<file path="config.mk">
export PLATFORM = sky130hd
export DESIGN_NAME = lrf_axis_frame_rx
export DESIGN_NICKNAME = d
export VERILOG_FILES = /design/src/rtl/lrf_axis_frame_rx.sv
export SDC_FILE = /design/constraint.sdc
export NUM_CORES = 1
export LEC_CHECK = 0
export ABC_AREA = 1
export CELL_PAD_IN_SITES_DETAIL_PLACEMENT = 0
export CELL_PAD_IN_SITES_GLOBAL_PLACEMENT = 1
export CORE_MARGIN = 2
export CORE_UTILIZATION = 25
export DETAILED_ROUTE_END_ITERATION = 16
export GPL_ROUTABILITY_DRIVEN = 1
export PLACE_DENSITY = 0.53
export SLEW_MARGIN = 20
export SYNTH_ARGS = -nofsm -noshare
export SYNTH_HDL_FRONTEND = slang
export SYNTH_SLANG_ARGS = --single-unit
</file>
<file path="constraint.sdc">
create_clock -name s_axis_aclk -period 6.5 [get_ports s_axis_aclk]
set_input_delay 1.3 -clock s_axis_aclk [delete_from_list [all_inputs] [get_ports s_axis_aclk]]
set_output_delay 1.3 -clock s_axis_aclk [all_outputs]
set_load 0.1 [all_outputs]
</file>
<file path="src/rtl/lrf_axis_frame_rx.sv">
`timescale 1ns/1ps
// -----------------------------------------------------------------------------
// lrf_axis_frame_rx
//
// AXI4-Stream slave front end for the LRF fusion datapath. Accepts the
// interleaved old/new frame-pair stream (N_PAIRS pairs), tags each beat with
// frame phase, row, word column and frame/line boundary markers, buffers the
// tagged beats in a 2-entry FIFO and presents them to the convolution core.
// Also checks that tlast lands on the final beat of the stream.
//
// Ports:
//   s_axis_aclk, s_axis_aresetn  clock, async active-low reset
//   s_axis_tdata/tvalid/tlast    input stream; s_axis_tready back-pressure
//   m_tdata/m_tvalid/m_tready    tagged word to the core (valid/ready)
//   m_phase                      0 = old frame, 1 = new frame
//   m_row, m_col                 line index, word index within the line
//   m_sof, m_eol, m_eof, m_last  frame start, line end, frame end, stream end
//   stream_done                  sticky, final beat accepted
//   err_early_last               sticky, tlast seen on a non-final beat
//   err_missing_last             sticky, final beat arrived without tlast
// -----------------------------------------------------------------------------
module lrf_axis_frame_rx #(
    parameter int WORD_WIDTH   = 128,
    parameter int PIXEL_WIDTH  = 8,
    parameter int IMAGE_WIDTH  = 512,
    parameter int IMAGE_HEIGHT = 512,
    parameter int N_PAIRS      = 2,
    localparam int PPW    = WORD_WIDTH / PIXEL_WIDTH,
    localparam int WPL    = IMAGE_WIDTH / PPW,
    localparam int ROW_W  = (IMAGE_HEIGHT > 1) ? $clog2(IMAGE_HEIGHT) : 1,
    localparam int COL_W  = (WPL > 1) ? $clog2(WPL) : 1,
    localparam int PAIR_W = (N_PAIRS > 1) ? $clog2(N_PAIRS) : 1
) (
    input  logic                  s_axis_aclk,
    input  logic                  s_axis_aresetn,
    input  logic [WORD_WIDTH-1:0] s_axis_tdata,
    input  logic                  s_axis_tvalid,
    input  logic                  s_axis_tlast,
    output logic                  s_axis_tready,
    output logic [WORD_WIDTH-1:0] m_tdata,
    output logic                  m_tvalid,
    input  logic                  m_tready,
    output logic                  m_phase,
    output logic [ROW_W-1:0]      m_row,
    output logic [COL_W-1:0]      m_col,
    output logic                  m_sof,
    output logic                  m_eol,
    output logic                  m_eof,
    output logic                  m_last,
    output logic                  stream_done,
    output logic                  err_early_last,
    output logic                  err_missing_last
);

    typedef enum logic {
        ST_RUN  = 1'b0,
        ST_DONE = 1'b1
    } state_t;

    typedef struct packed {
        logic                  last;
        logic                  eof;
        logic                  eol;
        logic                  sof;
        logic [COL_W-1:0]      col;
        logic [ROW_W-1:0]      row;
        logic                  phase;
        logic [WORD_WIDTH-1:0] data;
    } entry_t;

    // Position counters
    logic [COL_W-1:0]  col_q, col_d;
    logic [ROW_W-1:0]  row_q, row_d;
    logic              phase_q, phase_d;
    logic [PAIR_W-1:0] pair_q, pair_d;

    // FIFO
    entry_t     mem [2];
    entry_t     wr_entry;
    entry_t     head;
    logic       wr_ptr_q, rd_ptr_q;
    logic [1:0] occ_q, occ_d;

    // Control
    state_t state_q, state_d;
    logic   armed_q;        // holds tready low until the first edge after reset
    logic   err_early_q, err_missing_q;

    logic acc, pop;
    logic at_sof, at_eol, at_eof, at_fin;

    assign acc = s_axis_tvalid & s_axis_tready;
    assign pop = m_tvalid & m_tready;

    // Tags describe the beat being accepted, i.e. the pre-increment position.
    assign at_sof = (row_q == '0) && (col_q == '0);
    assign at_eol = (col_q == COL_W'(WPL - 1));
    assign at_eof = at_eol && (row_q == ROW_W'(IMAGE_HEIGHT - 1));
    assign at_fin = at_eof && phase_q && (pair_q == PAIR_W'(N_PAIRS - 1));

    // Ready is a pure function of registers so the upstream never sees a
    // combinational path from its own tvalid.
    assign s_axis_tready = armed_q && (occ_q != 2'd2) && (state_q == ST_RUN);

    // -------------------------------------------------------------------------
    // Counter advance. An early tlast resynchronises to the start of the stream
    // so the core's view of position recovers from a short upstream frame.
    // -------------------------------------------------------------------------
    always_comb begin
        // NOTE: every combinational output is defaulted before any branch so
        // no path leaves it unassigned and no latch is inferred.
        col_d   = col_q;
        row_d   = row_q;
        phase_d = phase_q;
        pair_d  = pair_q;
        if (acc) begin
            if (s_axis_tlast && !at_fin) begin
                col_d   = '0;
                row_d   = '0;
                phase_d = 1'b0;
                pair_d  = '0;
            end else if (at_eol) begin
                col_d = '0;
                if (at_eof) begin
                    row_d   = '0;
                    phase_d = ~phase_q;
                    if (phase_q) begin
                        pair_d = pair_q + 1'b1;
                    end
                end else begin
                    row_d = row_q + 1'b1;
                end
            end else begin
                col_d = col_q + 1'b1;
            end
        end
    end

    // Next state: DONE is left only through reset.
    always_comb begin
        state_d = state_q;
        case (state_q)
            ST_RUN:  if (acc && at_fin) state_d = ST_DONE;
            ST_DONE: state_d = ST_DONE;
        endcase
    end

    always_comb begin
        occ_d = occ_q;
        case ({acc, pop})
            2'b10:   occ_d = occ_q + 2'd1;
            2'b01:   occ_d = occ_q - 2'd1;
            default: occ_d = occ_q;
        endcase
    end

    always_comb begin
        wr_entry.data  = s_axis_tdata;
        wr_entry.phase = phase_q;
        wr_entry.row   = row_q;
        wr_entry.col   = col_q;
        wr_entry.sof   = at_sof;
        wr_entry.eol   = at_eol;
        wr_entry.eof   = at_eof;
        // Either tlast or the final position ends the stream for the core.
        wr_entry.last  = at_fin | s_axis_tlast;
    end

    // -------------------------------------------------------------------------
    // State registers
    // -------------------------------------------------------------------------
    always_ff @(posedge s_axis_aclk or negedge s_axis_aresetn) begin
        if (!s_axis_aresetn) begin
            col_q         <= '0;
            row_q         <= '0;
            phase_q       <= 1'b0;
            pair_q        <= '0;
            state_q       <= ST_RUN;
            armed_q       <= 1'b0;
            err_early_q   <= 1'b0;
            err_missing_q <= 1'b0;
            occ_q         <= '0;
            wr_ptr_q      <= 1'b0;
            rd_ptr_q      <= 1'b0;
            // NOTE: the storage is reset too because the head entry drives the
            // outputs directly and they must read 0 while in reset; at two
            // entries this costs nothing worth avoiding.
            mem[0]        <= '0;
            mem[1]        <= '0;
        end else begin
            // NOTE: non-blocking assignments throughout, so every register
            // samples the values from before this edge regardless of order.
            col_q   <= col_d;
            row_q   <= row_d;
            phase_q <= phase_d;
            pair_q  <= pair_d;
            state_q <= state_d;
            armed_q <= 1'b1;
            occ_q   <= occ_d;
            if (acc && s_axis_tlast && !at_fin) begin
                err_early_q <= 1'b1;
            end
            if (acc && at_fin && !s_axis_tlast) begin
                err_missing_q <= 1'b1;
            end
            if (acc) begin
                mem[wr_ptr_q] <= wr_entry;
                wr_ptr_q      <= ~wr_ptr_q;
            end
            if (pop) begin
                rd_ptr_q <= ~rd_ptr_q;
            end
        end
    end

    // -------------------------------------------------------------------------
    // Outputs: the head entry is held until popped, so it is stable under
    // back-pressure.
    // -------------------------------------------------------------------------
    assign head             = mem[rd_ptr_q];
    assign m_tvalid         = (occ_q != 2'd0);
    assign m_tdata          = head.data;
    assign m_phase          = head.phase;
    assign m_row            = head.row;
    assign m_col            = head.col;
    assign m_sof            = head.sof;
    assign m_eol            = head.eol;
    assign m_eof            = head.eof;
    assign m_last           = head.last;
    assign stream_done      = (state_q == ST_DONE);
    assign err_early_last   = err_early_q;
    assign err_missing_last = err_missing_q;

endmodule

</file>
==> impl_metrics.yaml <==
detailed_routing:
  dr_total_vias: 11500
  met1_length_mm: 19.4
  routed_wl_mm: 42.2
  highest_layer: "met5"
  ant_nets: 0
  wl_met2_mm: 19.8
  avgViaCountPerCell: 4.19
  drtPass1Iterations: 5
  drt-initial-drc-count: 614
  drcViolationCount: 0
  routedWlPerCell_um: 15.4
  route.met3.wl_mm: 2.02
cells_and_area:
  fin_area_um2: 18900
  nets: 2092
  area_delta_synth_final_pct: 32.0
  layout-drive-gt1-share_pct: 7.18
  fin_cells: 2735
placed_design:
  portBuffers: 284
  placedInstanceArea_um2: 17600
  hpwl_mm: 26.5
  place.gp.congestion: 0.735
  dp_cells: 2666
die:
  coreArea_um2: 56500
  dieHeight_um: 243
  io_pins: 285
  start_util_pct: 25.3
  die_area_um2: 59100
  num_rows: 87
  die_x_um: 243
synth:
  synth.top_cell.area_share_pct: 55.7
  yosysTopAreaCell: "dfrtp_1"
  ys_seq_area_share_pct: 55.7
  ys_types: 32
  ys_seq_elements: 318
  postSynthNetCount: 1857
  avgSynthCellArea_um2: 8.32
  yosys_warnings: 0
  synth_area_leaders: "dfrtp_1, nand2_1, o21ai_1, inv_1, o21ai_2"
  syn_area_um2: 14300
  synth_cells: 1717
timing:
  fin_crit_sh_pct: 75.9
  rsz0062_at_grt: "no"
  post-route-min-period_ns: 4.93
  finalSetupTns_ns: 0
  slew_viol_final: 0
  worst_hold_slack_ns: 0.476
  setup-violations-final: 0
  max_slew_margin_pct: 23.7
  finClkSkew_ns: 0.0153
  worst_slew_pin_slew_ns: 1.14
  finalHoldViolCount: 0
  fmax_ghz: 0.203
global_routing:
  grt_pass1_vias: 11800
  grt_pass1_wl_mm: 67.8
  grt_overflow: 0
  grt_use_total_pct: 14.4
  antenna_found_initial: 2
  grt_max_degree: 155
clocking:
  cts_setup_buffers: 0
  cts_tree: "done"
  numCtsBuffers: 40
  cts-root-buf: "clkbuf_16"
  clkSinkCount: 318
  clk_pin_slew_ns: 0.06
  cts_resized: 0
  htree_num_levels: 2
  cts_buffer_depth: 3
  cts_hold_buf: 0
  insertion_delay_ns: 0.55
run:
  maxCapViolCount: 0
power:
  peakVddDrop_mv: 0.187
  power_leakage_nw: 9.13
  power_density_nw_per_um2: 256
critical_path:
  cp_slowest_stage_delay_ns: 1.17
  crit_slowest_cell: "clkdlybuf4s50_1"
  cp_max_fo: 77
  end_kind: "output pin"
  path_common_cell: "nand2_1"
  crit_required_ns: 5.20
  crit_chain: "inv_4 -> buf_12 -> nand2_1 -> nand2_1 -> clkdlybuf4s50_1"
  startpoint_type: "flip-flop"
  path_class: "reg2out"
  arrival_ns: 3.63
hold_path:
  hold_class: "reg2reg"
outcome:
  status: "completed"
[metrics by stage]
step	setup slack [ns]	total power, mW	utilization [%]
6_report	1.57	4.83	33.4
4_1_cts	1.48	4.96	33.4
2_1_floorplan	2.40	2.40	-
5_1_grt	1.39	5.08	33.4
3_3_place_gp	2.08	2.74	31.1
3_5_place_dp	2.10	2.73	31.1
[cells in the mapped netlist (all sizes together)]
library cell	number
o21a	1
dfrtp	318
inv	159
nand3	9
nand2	778
ha	7
nor3	4
xor2	3
o21ai	310
or2	2
xnor2	1
o21bai	1
clkbuf	35
buf	64
conb	1
nor2	14
nand4	6
a21oi	3
a31o	1
[critical path, delay by kind of cell (launching register included)]
family	cells	cell delay [ns]
buffers and inverters	3	2.26
flip-flops	1	0.50
AND/OR/NAND/NOR	2	0.22
[layer usage]
layer	global-route usage, %	vias to the layer above
met3	2.99	66
li1	-	5809
met4	4.29	2
met5	0	-
met1	19.1	5364
met2	23.8	229
[registers in the layout, summed over array words and instances, names as in the netlist]
name / flops
row_q: 9
stream_done: 1
mem: 294
err_missing_last: 1
armed_q: 1
rd_ptr_q: 1
occ_q: 2
phase_q: 1
col_q: 5
err_early_last: 1
pair_q: 1
wr_ptr_q: 1
[layout by cell type, fill, tap and decap left out, types with 3 or more instances in the layout]
cell type,Yosys,routed
nand3_1,8,8
clkbuf_8,0,8
xor2_1,3,3
nor3_1,4,4
buf_4,2,3
dfrtp_1,318,317
clkbuf_1,35,13
o21ai_2,61,61
clkinv_2,0,4
nand4_1,5,5
clkdlybuf4s50_1,0,283
nor2_1,11,11
a21oi_1,3,3
inv_1,157,156
clkbuf_16,0,41
o21ai_1,197,197
ha_1,7,7
o21ai_0,51,51
nand2_1,774,774
buf_12,0,5
[cell families (layout without fill, tap and decap cells)]
kind of cell / count (synthesis) / in the layout / share of synthesized area [%]
AND/OR/NAND/NOR: 813 / 813 / 21.9
flip-flops: 318 / 318 / 55.7
AO/OA/AOI/OAI: 316 / 316 / 12.8
buffers and inverters: 258 / 519 / 8.67
adder cells (fa/ha/maj): 7 / 7 / 0.613
XOR/XNOR: 4 / 4 / 0.245
other: 1 / 2 / 0.0262
[report_power, final]
| part | leakage, nW | switching [mW] | total, mW | internal (mW) |
|---|---|---|---|---|
| Clock | 0.622 | 0.844 | 2.17 | 1.32 |
| Sequential | 4.41 | 0.0137 | 2.01 | 1.99 |
| Combinational | 4.09 | 0.503 | 0.656 | 0.153 |
[worst paths after layout]
kind                             startpoint               end  slack [ns]  cells past startpoint
max                                rd_ptr_q          m_row[1]        1.57                      5
min                        err_missing_last  err_missing_last        0.48                      1
max reg2reg                        occ_q[0]           mem[20]        3.43                      7
min reg2reg                err_missing_last  err_missing_last        0.48                      1
max in group asynchronous    s_axis_aresetn          rd_ptr_q        4.32                      2
min in group asynchronous    s_axis_aresetn          mem[118]        0.73                      1
[layout make-up]
type | instances | area (µm²)
Multi-Input combinational cell | 1141 | 5110
Timing Repair Buffer | 292 | 2970
Inverter | 159 | 607
Clock inverter | 6 | 80.1
Clock buffer | 62 | 1180
Sequential cell | 318 | 7960
Tap cell | 756 | 946
Fill cell | 5898 | 37600
Antenna cell | 1 | 2.50
Note: power is estimated with default switching activity, not from simulation.
